<file path="src/rtl/muldiv_unit.sv">
// ============================================================================
// muldiv_unit : iterative multiply/divide unit owning the HI/LO register pair
//               (radix-2 shift-add multiply, restoring divide, signed fix-up)
// Revision    : 1.0  initial release
// ============================================================================
`default_nettype none

module muldiv_unit #(
  parameter int WIDTH = 32
) (
  input  logic             clk_i,
  input  logic             rst_ni,
  input  logic             start_i,
  input  logic [2:0]       op_i,
  input  logic [WIDTH-1:0] a_i,
  input  logic [WIDTH-1:0] b_i,
  input  logic             flush_i,
  output logic             busy_o,
  output logic             done_o,
  output logic [WIDTH-1:0] hi_o,
  output logic [WIDTH-1:0] lo_o
);

  localparam int CW = (WIDTH > 2) ? $clog2(WIDTH) : 1;

  localparam logic [2:0] OP_MTHI = 3'd4;
  localparam logic [2:0] OP_MTLO = 3'd5;

  typedef enum logic [1:0] {
    ST_IDLE = 2'd0,
    ST_CALC = 2'd1,
    ST_FIX  = 2'd2
  } state_t;

  state_t             state_q;
  logic [CW-1:0]      cnt_q;
  logic [2*WIDTH-1:0] acc_q;
  logic [WIDTH-1:0]   x_q;      // shifting operand: multiplier or dividend
  logic [WIDTH-1:0]   y_q;      // fixed operand: multiplicand or divisor
  logic               is_div_q;
  logic               qneg_q;
  logic               rneg_q;
  logic               dz_q;
  logic               busy_q;
  logic               done_q;
  logic [WIDTH-1:0]   hi_q;
  logic [WIDTH-1:0]   lo_q;

  logic               start_signed;
  logic [WIDTH-1:0]   abs_a;
  logic [WIDTH-1:0]   abs_b;

  logic [WIDTH:0]     mul_sum;
  logic [2*WIDTH-1:0] mul_next;
  logic [WIDTH:0]     div_shift;
  logic               div_ok;
  logic [WIDTH-1:0]   div_diff;
  logic [WIDTH-1:0]   div_rem;
  logic [2*WIDTH-1:0] div_next;
  logic [2*WIDTH-1:0] acc_d;
  logic [WIDTH-1:0]   x_d;

  logic [2*WIDTH-1:0] prod_fix;
  logic [WIDTH-1:0]   quot_fix;
  logic [WIDTH-1:0]   rem_fix;

  always_comb begin
    start_signed = ~op_i[0];
    abs_a = (start_signed && a_i[WIDTH-1]) ? (~a_i + 1'b1) : a_i;
    abs_b = (start_signed && b_i[WIDTH-1]) ? (~b_i + 1'b1) : b_i;

    mul_sum  = {1'b0, acc_q[2*WIDTH-1:WIDTH]} + (x_q[0] ? {1'b0, y_q} : {(WIDTH+1){1'b0}});
    mul_next = {mul_sum, acc_q[WIDTH-1:1]};

    // Remainder shifted left with the next dividend bit; a zero divisor always
    // "succeeds", which yields an all-ones quotient and remainder = dividend.
    div_shift = {acc_q[2*WIDTH-1:WIDTH], x_q[WIDTH-1]};
    div_ok    = (div_shift >= {1'b0, y_q});
    div_diff  = div_shift[WIDTH-1:0] - y_q;
    div_rem   = div_ok ? div_diff : div_shift[WIDTH-1:0];
    div_next  = {div_rem, acc_q[WIDTH-2:0], div_ok};

    acc_d = is_div_q ? div_next : mul_next;
    x_d   = is_div_q ? (x_q << 1) : (x_q >> 1);

    prod_fix = qneg_q ? (~acc_q + 1'b1) : acc_q;
    quot_fix = (qneg_q && !dz_q) ? (~acc_q[WIDTH-1:0] + 1'b1) : acc_q[WIDTH-1:0];
    rem_fix  = rneg_q ? (~acc_q[2*WIDTH-1:WIDTH] + 1'b1) : acc_q[2*WIDTH-1:WIDTH];
  end

  always_ff @(posedge clk_i or negedge rst_ni) begin
    if (!rst_ni) begin
      state_q  <= ST_IDLE;
      cnt_q    <= '0;
      acc_q    <= '0;
      x_q      <= '0;
      y_q      <= '0;
      is_div_q <= 1'b0;
      qneg_q   <= 1'b0;
      rneg_q   <= 1'b0;
      dz_q     <= 1'b0;
      busy_q   <= 1'b0;
      done_q   <= 1'b0;
      hi_q     <= '0;
      lo_q     <= '0;
    end else begin
      done_q <= 1'b0;
      case (state_q)
        ST_IDLE: begin
          if (start_i && !flush_i) begin
            if (!op_i[2]) begin
              is_div_q <= op_i[1];
              qneg_q   <= start_signed & (a_i[WIDTH-1] ^ b_i[WIDTH-1]);
              rneg_q   <= start_signed & op_i[1] & a_i[WIDTH-1];
              dz_q     <= op_i[1] & (b_i == '0);
              x_q      <= op_i[1] ? abs_a : abs_b;
              y_q      <= op_i[1] ? abs_b : abs_a;
              acc_q    <= '0;
              cnt_q    <= CW'(WIDTH - 1);
              busy_q   <= 1'b1;
              state_q  <= ST_CALC;
            end else if (op_i == OP_MTHI) begin
              hi_q <= b_i;
            end else if (op_i == OP_MTLO) begin
              lo_q <= b_i;
            end
          end
        end
        ST_CALC: begin
          if (flush_i) begin
            busy_q  <= 1'b0;
            state_q <= ST_IDLE;
          end else begin
            acc_q <= acc_d;
            x_q   <= x_d;
            if (cnt_q == '0) begin
              state_q <= ST_FIX;
            end else begin
              cnt_q <= cnt_q - 1'b1;
            end
          end
        end
        ST_FIX: begin
          if (!flush_i) begin
            if (is_div_q) begin
              hi_q <= rem_fix;
              lo_q <= quot_fix;
            end else begin
              hi_q <= prod_fix[2*WIDTH-1:WIDTH];
              lo_q <= prod_fix[WIDTH-1:0];
            end
            done_q <= 1'b1;
          end
          busy_q  <= 1'b0;
          state_q <= ST_IDLE;
        end
        default: begin
          busy_q  <= 1'b0;
          state_q <= ST_IDLE;
        end
      endcase
    end
  end

  assign busy_o = busy_q;
  assign done_o = done_q;
  assign hi_o   = hi_q;
  assign lo_o   = lo_q;

endmodule

`default_nettype wire

</file>
<file path="config.mk">
export PLATFORM = sky130hd
export DESIGN_NAME = muldiv_unit
export DESIGN_NICKNAME = d
export VERILOG_FILES = /design/src/rtl/muldiv_unit.sv
export SDC_FILE = /design/constraint.sdc
export NUM_CORES = 1
export LEC_CHECK = 0
export BUFFER_PORTS_ARGS = -buffer_cell sky130_fd_sc_hd__buf_2
export CAP_MARGIN = 10
export CORE_UTILIZATION = 50
export DETAILED_ROUTE_END_ITERATION = 16
export HOLD_SLACK_MARGIN = 0.06
export PLACE_DENSITY = 0.76
export RECOVER_POWER = 25
export SYNTH_ARGS = -nofsm -noshare
export SYNTH_HDL_FRONTEND = slang
export SYNTH_SLANG_ARGS = --single-unit
</file>
<file path="constraint.sdc">
create_clock -name clk_i -period 5.15 [get_ports clk_i]
set_clock_uncertainty 0.15 [all_clocks]
set_input_delay 0.515 -clock clk_i [delete_from_list [all_inputs] [get_ports clk_i]]
set_output_delay 0.515 -clock clk_i [all_outputs]
set_load 0.1 [all_outputs]
</file>
== Word level (Yosys, flattened, before mapping) ==
Index checks and enable logic that the tools add are counted.
Storage, ports and cells
  register bits after elaboration: 205
Operators by class
  $add $sub $neg: 8
  $lt $le $gt $ge: 1
  equality and inequality tests: 15
  multiplexer cells: 48
  bitwise operators: 12
  reduce and logical (&&, ||, !) cells: 18
Operators with widths (number)
  32-bit two-way mux: 23
  64-bit two-way mux: 5
  32-bit one-hot mux with 2 select lines: 3
  32-bit by 1-bit adder with 32-bit output (second input constant): 4
  32-bit inverter: 4
  64-bit one-hot mux with 2 select lines: 1
  64-bit by 1-bit adder with 64-bit output (second input constant): 1
  64-bit inverter: 1
  32-bit by 32-bit adder with 33-bit output: 1
  33-bit by 32-bit >= comparator with 1-bit output: 1
  32-bit logical NOT: 1
  32-bit subtractor: 1
  5-bit two-way mux: 4
  2-bit inequality test (second input constant): 10
  5-bit one-hot mux with 2 select lines: 1
  5-bit AND reduction: 2
  3-bit AND reduction: 3
  2-bit two-way mux: 4
  3-bit == test (second input constant): 2
  6-bit AND reduction: 1
  5-bit logical NOT: 1
  1-bit two-way mux: 5
  5-bit by 1-bit subtractor with 5-bit output (second input constant): 1
  1-bit AND: 4
  12 further kinds: 18

== Longest topological paths before layout ==
  depth in word-level cells: 7
  gate-level depth with buffers: 14

== Worst setup path after synthesis ==
OpenSTA, ideal clock, no wires.
  path type: reg-to-reg
  start: register acc_q[53]
  end: register acc_q[63]
  arrival time: 2.840 ns
  data required time: 4.870 ns
  slack: 2.031 ns
  cell stages (with the launch flop): 12
  clock period less this slack: 3.119 ns
  path through: dfrtp_1 ha_1 a21oi_1 o21ai_0 a21o_1 a221o_1 a22oi_1 nand3_1 or2_2 clkbuf_1 o211ai_1 a22oi_1
Between the ends
  word-level cells in the longest chain between the ends: 5
  elaborated cells between the ends (all ways): 7
  those cells by class: 2 x add/sub; 1 x order compare; 4 x mux
RTL lines
  start: declaration: RTL line 37  | logic [2*WIDTH-1:0] acc_q;
  start signal: assignment: RTL line 95  | acc_q <= '0;
  start signal: assignment: RTL line 118  | acc_q <= '0;
  start signal: assignment: RTL line 134  | acc_q <= acc_d;
  32-bit subtractor / 33-bit by 32-bit >= comparator with 1-bit output (equally long branches): RTL line 79, 78
  32-bit two-way mux: RTL line 80  | div_rem = div_ok ? div_diff : div_shift[WIDTH-1:0];
  64-bit two-way mux (*): RTL line 83  | acc_d = is_div_q ? div_next : mul_next;
  64-bit two-way mux (*): RTL line 130  | if (flush_i) begin
  64-bit one-hot mux with 2 select lines (*): RTL line 108  | case (state_q)
Mark *: on every way between the ends. The rest lies on a longest branch, timed or not. The select of a mux whose other input is x is not followed.
A chain may end at the register's enable or synchronous reset.

== Final worst setup path ==
  start: register x_q[0]
  end: register acc_q[58]
Between the ends
  word-level cells in the longest chain between the ends: 5
RTL lines
  start: declaration: RTL line 38  | logic [WIDTH-1:0] x_q;
  start signal: assignment: RTL line 116  | x_q <= op_i[1] ? abs_a : abs_b;
  32-bit two-way mux: RTL line 72  | mul_sum = {1'b0, acc_q[2*WIDTH-1:WIDTH]} + (x_q[0] ? {1'b0, y_q} : {(WIDTH+1){1'b0}});
  32-bit by 32-bit adder with 33-bit output: RTL line 72
  64-bit two-way mux: RTL line 83
  64-bit two-way mux: RTL line 130
  64-bit one-hot mux with 2 select lines: RTL line 108
Every way passes these cells. The select of a mux whose other input is x is not followed.

==> summary.md <==
| Metric | Value |
|---|---|
| Nets@finish | around 2300 |
| Boundary Pins | about 140 |
| Commonest non-fill, non-tap cells in the layout | 248 x nand2_1, 204 x dfrtp_1, 198 x a21oi_1 |
| Routed len/inst | around 23 µm |
| Ys Warns | 0 |
| PwrDens | 547 nW/µm² |
| Most common cell after layout, fill and taps aside | nand2_1 |
| Setup crit end kind | flip-flop |
| H-Tree Level Count | 1 |
| Post-synth top flop | dfrtp_1 |
| Worst Tran Pin Value | 3.58 ns |
| Crit path launch type | flip-flop |
| Finish-stage setup viols | 0 |
| Worst R2R End | acc_q[58] |
| IO Port Bufs | around 140 |
| WL met1 | around 25000 µm |
| Switching share of power | 0.514 |
| Maximum VDD drop | between 300 and 400 µV |
| Combinational share of power | 0.572 |
| Die Area | 34200 µm² |
| Worst setup path class | reg -> reg |
| Detailed Route WL | around 60000 µm |
| Fill cell count | ~3000 |
| Max Used Layer | met5 |
| Initial antenna violation count | 2 |
| Fin. max-slew vios | 85 |
| Reg-to-reg slack, setup | a little over 0.9 ns |
| Setup bufs post-CTS | 0 |
| Ys async rst share | 1.00 |
| Sequential area share after synthesis | 0.307 |
| Post-DRT Antenna Nets | 0 |
| Status | complete, but fails checks |
| Arr. time, crit path | 4.54 ns |
| CTS sink cnt | roughly 200 |
| First drt pass iteration count | 6 |
| Reg2Reg Launch Point | x_q[0] |
| Syn Area/Cell | slightly below 8 µm² |
| Most frequent CP cell | o21ai_0 |
| Max_slew headroom | -1.39 |
| Distinct cells, synth | between 70 and 80 |
| Hold Path Depth | 3 |
| Die Ht | 185 µm |
| Root buffer cell | clkbuf_16 |
| Post-Syn Nets | about 2300 |
| Total power draw | 10.2 mW |
| Clk network pwr share | 0.173 |
| Crit-path cells | nand2_1 > inv_1 > ha_1 > a211oi_1 > o21ai_0 > nand2_1 > a21oi_1 > o31ai_1 > o21ai_0 > xnor2_1 > o21ai_0 > a22oi_1 |
| WHS Endpoint | busy_o |
| FF+latch count, synth | about 200 |
| Cell internal pwr | 4.93 mW |
| Post-synth EDFFs | 0 |
| CTS max path bufs | 3 |
| Via count | approximately 17000 |
| First-pass GRT wire length | ~92000 µm |
| N_diodes | 0 |
| Worst-skew pair later-pin latency | 0.56 ns |
| Leakage | 8.57 nW |
| Ratio of cells with drive above 1 in the final layout | 0.109 |
| Min cycle time layout | roughly 4.2 ns |
| DRC | 0 |
| CTS tree | built |
| Clock edge transition at the registers on the reported setup and hold paths | around 0.060 ns |
| Worst-path fanout max | 34 |
| Crit-path slowest cell | dfrtp_1 |
| Worst EP required | 5.45 ns |
| Fmax | roughly 240 MHz |
| Hold path startpoint | flush_i |
| Total CTS buffers | 24 |
| RSZ-0062 raised after global routing | false |
| Fin Setup TNS | 0 ns |
| Mapped Cells | about 2100 |
| Gr usage total | 0.352 |
| Max_cap viols | 2 |
| Sequential share of power | 0.255 |
| Die X | between 150 and 200 µm |
| Failing checks | max-capacitance violations, max-slew violations |
| Total core area | 32700 µm² |
| Vias per cell | about 6.4 |
| Initial Utilization | 0.511 |
| Iter 0 DRT Violations | between 1500 and 2000 |
| Row cnt | 66 |
| Worst min-delay path category | in -> reg |
| Final hold vios | 0 |
| Slowest cell delay on critical path | between 1 and 1.5 ns |
| Total grt overflow | 0 |
| Cell Area, Synth | roughly 17000 µm² |
| Met2 wire len | about 26000 µm |
| Worst Reg-to-Reg Cells | 12 |
| Layout area overhead | 10.9% |
| Placer Congestion | about 1.0 |
| Number of global-route vias before repair | roughly 16000 |
| HPWL after DPL | roughly 46000 µm |
| Net Switching | approximately 5.2 mW |
| Utilization after layout | 0.567 |
| Largest net degree at the start of global routing | 90 |
| DR WL met3 | between 5000 and 6000 µm |
| Period utilisation layout | 0.822 |
-- power by group through the flow --
stage	logic, mW	clock network [mW]	registers [mW]
2_1_floorplan	3.48	0	3.20
3_3_place_gp	5.66	0	2.59
3_5_place_dp	5.69	0	2.59
4_1_cts	5.71	1.76	2.56
5_1_grt	6.26	1.83	2.62
6_report	5.81	1.75	2.59
-- layer usage --
layer / track usage / up-vias
met1: 0.484 / 8097
met2: 0.533 / 891
li1: - / 7748
met4: 0.182 / 4
met5: 0 / -
met3: 0.0556 / 158
-- area by class of cell --
type	instances	area, µm²	area share
clock buffer	35	712	0.0384
clock inverter	7	87.6	0.00472
inverter	70	263	0.0142
multi-input combinational	1725	10900	0.586
sequential	205	5130	0.277
tap	442	553	0.0298
timing repair buffer	166	928	0.0501
-- Yosys cell counts (4+ instances only) --
cell type | instances | area (µm²)
nand2_1 | 249 | 935
dfrtp_1 | 205 | 5130
a21oi_1 | 198 | 991
nor2_1 | 198 | 743
o21ai_0 | 192 | 961
clkbuf_1 | 113 | 424
xnor2_1 | 98 | 858
mux2i_1 | 84 | 841
xor2_1 | 77 | 674
ha_1 | 70 | 876
inv_1 | 69 | 259
o31ai_1 | 59 | 443
and2_1 | 50 | 313
nor3_1 | 47 | 235
nand3_1 | 43 | 215
a21o_1 | 41 | 308
a31oi_1 | 29 | 181
o221ai_1 | 20 | 175
nand2b_1 | 18 | 113
nor4_1 | 18 | 113
nand4_1 | 17 | 106
or3_1 | 17 | 106
a22oi_1 | 16 | 120
and3_1 | 16 | 100
nor2b_1 | 16 | 100
o211ai_1 | 14 | 105
buf_1 | 11 | 41.3
mux2_2 | 11 | 124
a21boi_0 | 10 | 75.1
a211oi_1 | 9 | 67.6
a31o_2 | 9 | 78.8
o22ai_1 | 9 | 56.3
o21a_1 | 7 | 52.6
o41ai_1 | 6 | 52.6
a32oi_1 | 5 | 43.8
buf_2 | 5 | 25.0
nor3b_1 | 5 | 37.5
o21bai_1 | 5 | 37.5
or4_1 | 5 | 37.5
a211o_1 | 4 | 35.0
a221o_1 | 4 | 40.0
nand4b_1 | 4 | 35.0
o21ai_1 | 4 | 20.0
-- worst max-delay path: cells and delay by family, from the launching register on --
kind,cells,cell delay [ns]
compound gates,7,2.00
flops,1,1.05
simple gates,2,0.36
fa+ha+maj,1,0.25
xor+xnor,1,0.19
buf+inv,1,0.13
-- worst max path at each step --
| stage | start | endpoint | slack, ns | cells after the start |
|---|---|---|---|---|
| 2_1_floorplan | acc_q[53] | acc_q[63] | 2.03 | 11 |
| 3_3_place_gp | x_q[0] | acc_q[58] | 1.23 | 12 |
| 3_5_place_dp | x_q[0] | acc_q[58] | 1.17 | 12 |
| 4_1_cts | x_q[0] | acc_q[58] | 1.12 | 12 |
| 5_1_grt | rst_ni | hi_o[29] | 0.40 | 3 |
| 6_report | x_q[0] | acc_q[58] | 0.91 | 12 |
-- cells by family after synthesis --
logic type | count (synthesis) | synth area share
AND/OR/NAND/NOR | 720 | 0.200
AO/OA/AOI/OAI | 663 | 0.243
flip-flops | 205 | 0.307
buffers and inverters | 201 | 0.0460
XOR/XNOR | 175 | 0.0917
multiplexers | 95 | 0.0577
adder cells (fa/ha/maj) | 72 | 0.0548
-- metrics by stage --
stage | hold WS (ns) | area, µm² | worst slack, ns | cells
global placement | 0.306 | 17700 | 1.23 | 2606
global route | 0.199 | 18500 | 0.403 | 2650
finish | 0.180 | 18500 | 0.914 | 2650
detailed placement | 0.314 | 17700 | 1.17 | 2606
floorplan | 0.0694 | 16700 | 2.03 | 2131
CTS | 0.181 | 18500 | 1.12 | 2649
-- state kept, by name, indices dropped and copies added (netlist names) --
name and flops:
acc_q 64, hi_o 32, lo_o 32, x_q 32
y_q 32, cnt_q 5, state_q 2, busy_o 1
done_o 1, dz_q 1, is_div_q 1, qneg_q 1
rneg_q 1
-- repair_timing --
action	in CTS	in global routing
hold buffers	1	0
endpoints found under the hold margin	58	0
resized for setup	0	0
(Power assumes the default switching activity.)
